**src/rtl/tdm_pkg.sv**
```systemverilog
// Shared types for the TDM burst pair sequencer: FSM states, default widths
// and the output tag that travels alongside the adder pipeline.
package tdm_pkg;

  localparam int unsigned DefDataW = 16;
  localparam int unsigned DefPpLat = 2;

  typedef enum logic [1:0] {
    StIdle,
    StActive,
    StDrain,
    StGuard
  } state_e;

  typedef struct packed {
    logic valid;
    logic sop;
    logic last;
  } tag_t;

endpackage

```
**src/rtl/tag_delay_line.sv**
```systemverilog
// Fixed-depth shift register that carries output tags so they line up with
// the sum leaving the external adder.
module tag_delay_line
  import tdm_pkg::*;
#(
  parameter int unsigned Depth = 3
) (
  input  logic clk,
  input  logic rst_n,
  input  tag_t tag_in,
  output tag_t tag_out
);

  tag_t stage_q [Depth];

  always_ff @(posedge clk or negedge rst_n) begin
    if (!rst_n) begin
      for (int i = 0; i < int'(Depth); i++) begin
        stage_q[i] <= '0;
      end
    end else begin
      stage_q[0] <= tag_in;
      for (int i = 1; i < int'(Depth); i++) begin
        stage_q[i] <= stage_q[i-1];
      end
    end
  end

  assign tag_out = stage_q[Depth-1];

endmodule

```
**src/rtl/burst_pair_sequencer.sv**
```systemverilog
// Pairs beats from two burst channels into adder operands, tags the adder
// output, and enforces guard gaps, a length cap and matched burst lengths.
module burst_pair_sequencer
  import tdm_pkg::*;
#(
  parameter int unsigned DATA_W       = DefDataW,
  parameter int unsigned GUARD_CYCLES = 4,
  parameter int unsigned MAX_BURST    = 256,
  parameter int unsigned PP_LAT       = DefPpLat
) (
  input  logic              clk,
  input  logic              rst_n,
  input  logic [DATA_W-1:0] s0_data,
  input  logic              s0_valid,
  input  logic              s0_last,
  output logic              s0_ready,
  input  logic [DATA_W-1:0] s1_data,
  input  logic              s1_valid,
  input  logic              s1_last,
  output logic              s1_ready,
  output logic [DATA_W-1:0] pp_din0,
  output logic [DATA_W-1:0] pp_din1,
  output logic              out_valid,
  output logic              out_sop,
  output logic              out_last,
  output logic [15:0]       burst_cnt,
  output logic              err_len_mismatch,
  output logic              err_overlength,
  input  logic              clear_err
);

  localparam int unsigned CntW      = $clog2(MAX_BURST + 1);
  localparam int unsigned GuardW    = (GUARD_CYCLES > 1) ? $clog2(GUARD_CYCLES) : 1;
  localparam int unsigned GuardLast = (GUARD_CYCLES > 0) ? GUARD_CYCLES - 1 : 0;
  localparam logic [CntW-1:0]   MaxBeat    = CntW'(MAX_BURST);
  localparam logic [GuardW-1:0] GuardLastV = GuardW'(GuardLast);
  localparam state_e AfterBurst = (GUARD_CYCLES == 0) ? StIdle : StGuard;

  state_e            state_q, state_d;
  logic [CntW-1:0]   beat_q, beat_d, beat_num;
  logic [GuardW-1:0] guard_q, guard_d;
  logic              done0_q, done0_d, done1_q, done1_d;
  logic [DATA_W-1:0] pp0_q, pp1_q;
  logic [15:0]       burst_cnt_q;
  logic              err_len_q, err_ovl_q;
  logic              fire, inc_burst, set_len, set_ovl;
  tag_t              tag_in, tag_out;

  always_comb begin
    state_d   = state_q;
    beat_d    = beat_q;
    guard_d   = '0;
    done0_d   = done0_q;
    done1_d   = done1_q;
    tag_in    = '0;
    inc_burst = 1'b0;
    set_len   = 1'b0;
    set_ovl   = 1'b0;
    s0_ready  = 1'b0;
    s1_ready  = 1'b0;
    // Ready is held low while in reset so every output reads 0.
    fire      = rst_n & s0_valid & s1_valid &
                ((state_q == StIdle) || (state_q == StActive));
    beat_num  = (state_q == StIdle) ? CntW'(1) : beat_q + CntW'(1);

    unique case (state_q)
      StIdle, StActive: begin
        s0_ready = fire;
        s1_ready = fire;
        if (fire) begin
          tag_in.valid = 1'b1;
          tag_in.sop   = (state_q == StIdle);
          beat_d       = beat_num;
          state_d      = StActive;
          if (s0_last && s1_last) begin
            tag_in.last = 1'b1;
            inc_burst   = 1'b1;
            state_d     = AfterBurst;
          end else if (s0_last || s1_last) begin
            tag_in.last = 1'b1;
            set_len     = 1'b1;
            inc_burst   = 1'b1;
            done0_d     = s0_last;
            done1_d     = s1_last;
            state_d     = StDrain;
          end else if (beat_num == MaxBeat) begin
            tag_in.last = 1'b1;
            set_ovl     = 1'b1;
            inc_burst   = 1'b1;
            done0_d     = 1'b0;
            done1_d     = 1'b0;
            state_d     = StDrain;
          end
        end
      end
      StDrain: begin
        // Discard remaining beats until each unfinished channel shows its last.
        s0_ready = rst_n & ~done0_q;
        s1_ready = rst_n & ~done1_q;
        if (s0_valid && s0_ready && s0_last) done0_d = 1'b1;
        if (s1_valid && s1_ready && s1_last) done1_d = 1'b1;
        if (done0_d && done1_d) state_d = AfterBurst;
      end
      StGuard: begin
        if (guard_q == GuardLastV) state_d = StIdle;
        else guard_d = guard_q + GuardW'(1);
      end
      default: state_d = StIdle;
    endcase
  end

  always_ff @(posedge clk or negedge rst_n) begin
    if (!rst_n) begin
      state_q     <= StIdle;
      beat_q      <= '0;
      guard_q     <= '0;
      done0_q     <= 1'b0;
      done1_q     <= 1'b0;
      pp0_q       <= '0;
      pp1_q       <= '0;
      burst_cnt_q <= '0;
      err_len_q   <= 1'b0;
      err_ovl_q   <= 1'b0;
    end else begin
      state_q   <= state_d;
      beat_q    <= beat_d;
      guard_q   <= guard_d;
      done0_q   <= done0_d;
      done1_q   <= done1_d;
      // Zero operands outside a handshake keep the idle sum at 0.
      pp0_q     <= fire ? s0_data : '0;
      pp1_q     <= fire ? s1_data : '0;
      if (inc_burst) burst_cnt_q <= burst_cnt_q + 16'd1;
      err_len_q <= set_len | (err_len_q & ~clear_err);
      err_ovl_q <= set_ovl | (err_ovl_q & ~clear_err);
    end
  end

  tag_delay_line #(
    .Depth(1 + PP_LAT)
  ) u_tag_delay (
    .clk    (clk),
    .rst_n  (rst_n),
    .tag_in (tag_in),
    .tag_out(tag_out)
  );

  assign pp_din0          = pp0_q;
  assign pp_din1          = pp1_q;
  assign out_valid        = tag_out.valid;
  assign out_sop          = tag_out.sop;
  assign out_last         = tag_out.last;
  assign burst_cnt        = burst_cnt_q;
  assign err_len_mismatch = err_len_q;
  assign err_overlength   = err_ovl_q;

endmodule

```
**config.mk**
```make
export PLATFORM = sky130hd
export DESIGN_NAME = burst_pair_sequencer
export DESIGN_NICKNAME = d
export VERILOG_FILES = /design/src/rtl/tdm_pkg.sv /design/src/rtl/tag_delay_line.sv /design/src/rtl/burst_pair_sequencer.sv
export SDC_FILE = /design/constraint.sdc
export NUM_CORES = 1
export LEC_CHECK = 0
export CAP_MARGIN = 20
export CORE_UTILIZATION = 30
export DETAILED_ROUTE_END_ITERATION = 6
export SYNTH_ARGS = -nofsm -noshare
export SYNTH_HDL_FRONTEND = slang
export SYNTH_HIERARCHICAL = 1
export SYNTH_SLANG_ARGS = --single-unit
```
**constraint.sdc**
```tcl
create_clock -name clk -period 4.7 [get_ports clk]
set_input_delay 0.94 -clock clk [delete_from_list [all_inputs] [get_ports clk]]
set_output_delay 0.94 -clock clk [all_outputs]
set_load 0.02 [all_outputs]
```
==> results.yml <==
synthesis:
  ys_dominant_reg_cell: "dfrtp_1"
  syn_area_per_cell_sq_um: 11.6
  synth_seq_area_share_pct: 59.8
  synthArstFlopShare_pct: 100
  synth_area_sq_um: 3100
  yosysUniqueCellTypes: 42
  ys_seq_elements: 74
  syn_nets: 312
  syn_inst: 268
  synth_edf_count: 0
  yosysWarnings: 6
pwr:
  p_sw_share_pct: 30.0
  power.leakage_uw: 0.00193
  internal-power_uw: 1150
  power_switching_uw: 493
  pwr-share-seq_pct: 47.5
  p_clk_share_pct: 29.6
  peakVddDrop_v: 0.000220
  power_density_nw_per_um2: 381
  combPwrFrac_pct: 23.0
run_status:
  outcome: "completed"
place:
  dpl_worst_slack_ns: 1.24
  dpl-instance-area_sq_um: 4120
  io_buffer_count: 93
  dp_hpwl_um: 4360
  finalWeightedCongestion: 0.781
sta:
  max_freq_mhz: 289
  fin_hold_ws_ns: 0.351
  worst-slew-pin-transition_ns: 0.716
  finClkSkew_ns: 0.0105
  rsz0062_at_grt: "no"
  layout_worst_path_cycle_share_pct: 73.5
  maxSlewViolCount: 0
  report.final.hold_viol_count: 0
  fin_ws_ns: 1.24
  period_minus_slack_ns: 3.46
  fin_tns_setup_ns: 0
  setup_viol: 0
  relSlewSlack_pct: 52.2
global_route:
  grt_pass1_wl_um: 11000
  overflow: 0
  grt_util_all_layers_pct: 13.0
  antenna_found_initial: 0
  grt_max_degree: 56
  grt_pass1_vias: 2255
cts:
  cts_buffers: 9
  clkLatencyLatePin_ns: 0.34
  post_cts_resized: 0
  tritoncts: "yes"
  post_cts_buffers: 0
  cts_buffer_depth: 2
  cts.sinks: 74
  clkSlewWorstSetupHoldPaths_ns: 0.08
  htreeDepth: 3
  cts_hold_buf: 0
  cts_root_buffer: "clkbuf_8"
routing:
  routed_wl_um: 6450
  drc: 0
  routed_via_density: 4.51
  wl_per_cell_um: 13.0
  drtIter0Drc: 118
  antenna_left: 0
  vias: 2237
  first_pass_iters: 4
setup_path:
  rr_worst_depth: 7
  cpLargestDelayFamily: "buffers and inverters"
  slowest_stage: "clkdlybuf4s50_1"
  max_stage_delay_ns: 0.63
  path_max_fanout: 24
  crit_end: "s0_ready"
  rr_endpoint: "burst_cnt[1]$_DFFE_PN0P_"
  crit_top_cell: "clkdlybuf4s50_1"
  r2r_start: "beat_q[0]$_DFFE_PN0P_"
  critPathArrivalTime_ns: 2.52
  cp-end-kind: "output port"
  critPathKind: "in -> out"
  r2r_slack_ns: 1.63
  crit_chain: "clkdlybuf4s50_1 -> nand4b_1 -> buf_4 -> o21ai_0 -> clkdlybuf4s50_1"
  cp-start-kind: "input port"
  worst-path-buf-inv: 3
  crit_start: "s1_valid"
  cp_num_cells: 5
  crit_required_ns: 3.76
final_layout:
  insertedDiodeCount: 0
  drive_above_1_share_pct: 7.99
  area_delta_synth_final_pct: 39.3
  nets: 403
  final_area_sq_um: 4310
  fillers: 986
die:
  die_w_um: 104
  io_pins: 94
  die-area_sq_um: 10700
  core_area_sq_um: 9910
  chipHeight_um: 104
  fp-row-count: 36
  start_util_pct: 31.2
flow_run:
  max_cap_violations: 0
hold_path:
  hp-class: "reg -> reg"
==> Yosys cell counts (7+ instances only) <==
cell type,n,share of area [%]
a21oi_1,8,1.3
and2_1,34,6.9
and3_1,9,1.8
clkbuf_1,9,1.1
dfrtp_1,74,60
inv_1,9,1.1
nand2_1,15,1.8
nand3_1,15,2.4
nand4_1,7,1.4
nor2_1,11,1.3
o21ai_0,13,2.1
xnor2_1,15,4.2
==> worst min-delay path by stage <==
stage	startpoint	end	slack [ns]	depth (start not counted)
floorplan	u_tag_delay/stage_q[6]$_DFF_PN0_	u_tag_delay/stage_q[3]$_DFF_PN0_	0.33	0
global placement	u_tag_delay/stage_q[5]$_DFF_PN0_	u_tag_delay/tag_out[2]$_DFF_PN0_	0.33	0
detailed placement	u_tag_delay/stage_q[5]$_DFF_PN0_	u_tag_delay/tag_out[2]$_DFF_PN0_	0.34	0
global route	u_tag_delay/stage_q[3]$_DFF_PN0_	u_tag_delay/tag_out[0]$_DFF_PN0_	0.37	0
CTS	u_tag_delay/stage_q[5]$_DFF_PN0_	u_tag_delay/tag_out[2]$_DFF_PN0_	0.35	0
finish	u_tag_delay/stage_q[6]$_DFF_PN0_	u_tag_delay/stage_q[3]$_DFF_PN0_	0.35	0
==> final cells by class <==
cell class / count / area, sq um / share of cell area (%)
Inverter: 9 / 33.8 / 0.783
Multi-Input combinational cell: 169 / 1120 / 26.0
Tap cell: 133 / 166 / 3.86
Timing Repair Buffer: 96 / 951 / 22.0
Clock inverter: 5 / 53.8 / 1.25
Clock buffer: 10 / 138 / 3.19
Sequential cell: 74 / 1850 / 42.9
==> layer usage <==
layer	track usage, %	vias to the layer above	share of wire, %
li1	-	1085	-
met1	16.3	1054	46
met2	18.9	92	43
met3	6.67	6	11
met4	4.97	0	0.84
met5	0	-	0
==> placed cells by master (no fill, tap or decap), drive strengths merged, types with 2 or more instances in the layout <==
master and n:
o2bb2ai 2, nor2b 2, buf 4, nand3 17, clkdlybuf4s50 92, xnor2 16, clkbuf 10, nor2 11
or4 2, nor3 5, and3 9, clkinv 3, inv 10, and2 34, o21ai 13, nand2 16
mux2i 5, nand4 8, dfrtp 74, ha 5, a21oi 8
==> power groups by stage <==
stage / clock network [uW] / logic (uW) / registers, uW
floorplan: 0 / 241 / 784
global placement: 0 / 378 / 787
detailed placement: 0 / 382 / 790
CTS: 508 / 383 / 778
global route: 536 / 427 / 791
finish: 486 / 377 / 779
==> state kept, by name, summed over array words and instances (netlist names), 2 cells and up <==
signal,count
u_tag_delay/stage_q,6
state_q,2
beat_q,9
pp_din0,16
u_tag_delay/tag_out,3
burst_cnt,16
guard_q,2
pp_din1,16
==> through the flow <==
stage	util [%]	power [uW]	std cells
CTS	43.5	1670	496
floorplan	-	1030	268
global route	43.5	1750	496
finish	43.5	1640	496
detailed placement	41.6	1170	481
global placement	41.6	1160	481
==> cell families (layout without fill, tap and decap cells) <==
| group | count (synthesis) | in the layout | share of synthesized area [%] |
|---|---|---|---|
| xor gates and xnor gates | 16 | 16 | 4.77 |
| AOI/OAI and AO/OA | 33 | 33 | 7.07 |
| adders and majority gates | 5 | 5 | 2.02 |
| and+or+nand+nor | 109 | 109 | 20.2 |
| muxes | 6 | 6 | 2.10 |
| buffers and inverters | 25 | 120 | 4.04 |
| DFF | 74 | 74 | 59.8 |
==> worst reg2reg max path, delay by kind of cell (launching register included) <==
| family | cells | cell delay (ns) |
|---|---|---|
| AND/OR/NAND/NOR | 4 | 1.25 |
| AO/OA/AOI/OAI | 1 | 0.61 |
| flip-flops | 1 | 0.45 |
| adder cells (fa/ha/maj) | 1 | 0.33 |
| multiplexers | 1 | 0.33 |
(Power assumes the default switching activity.)
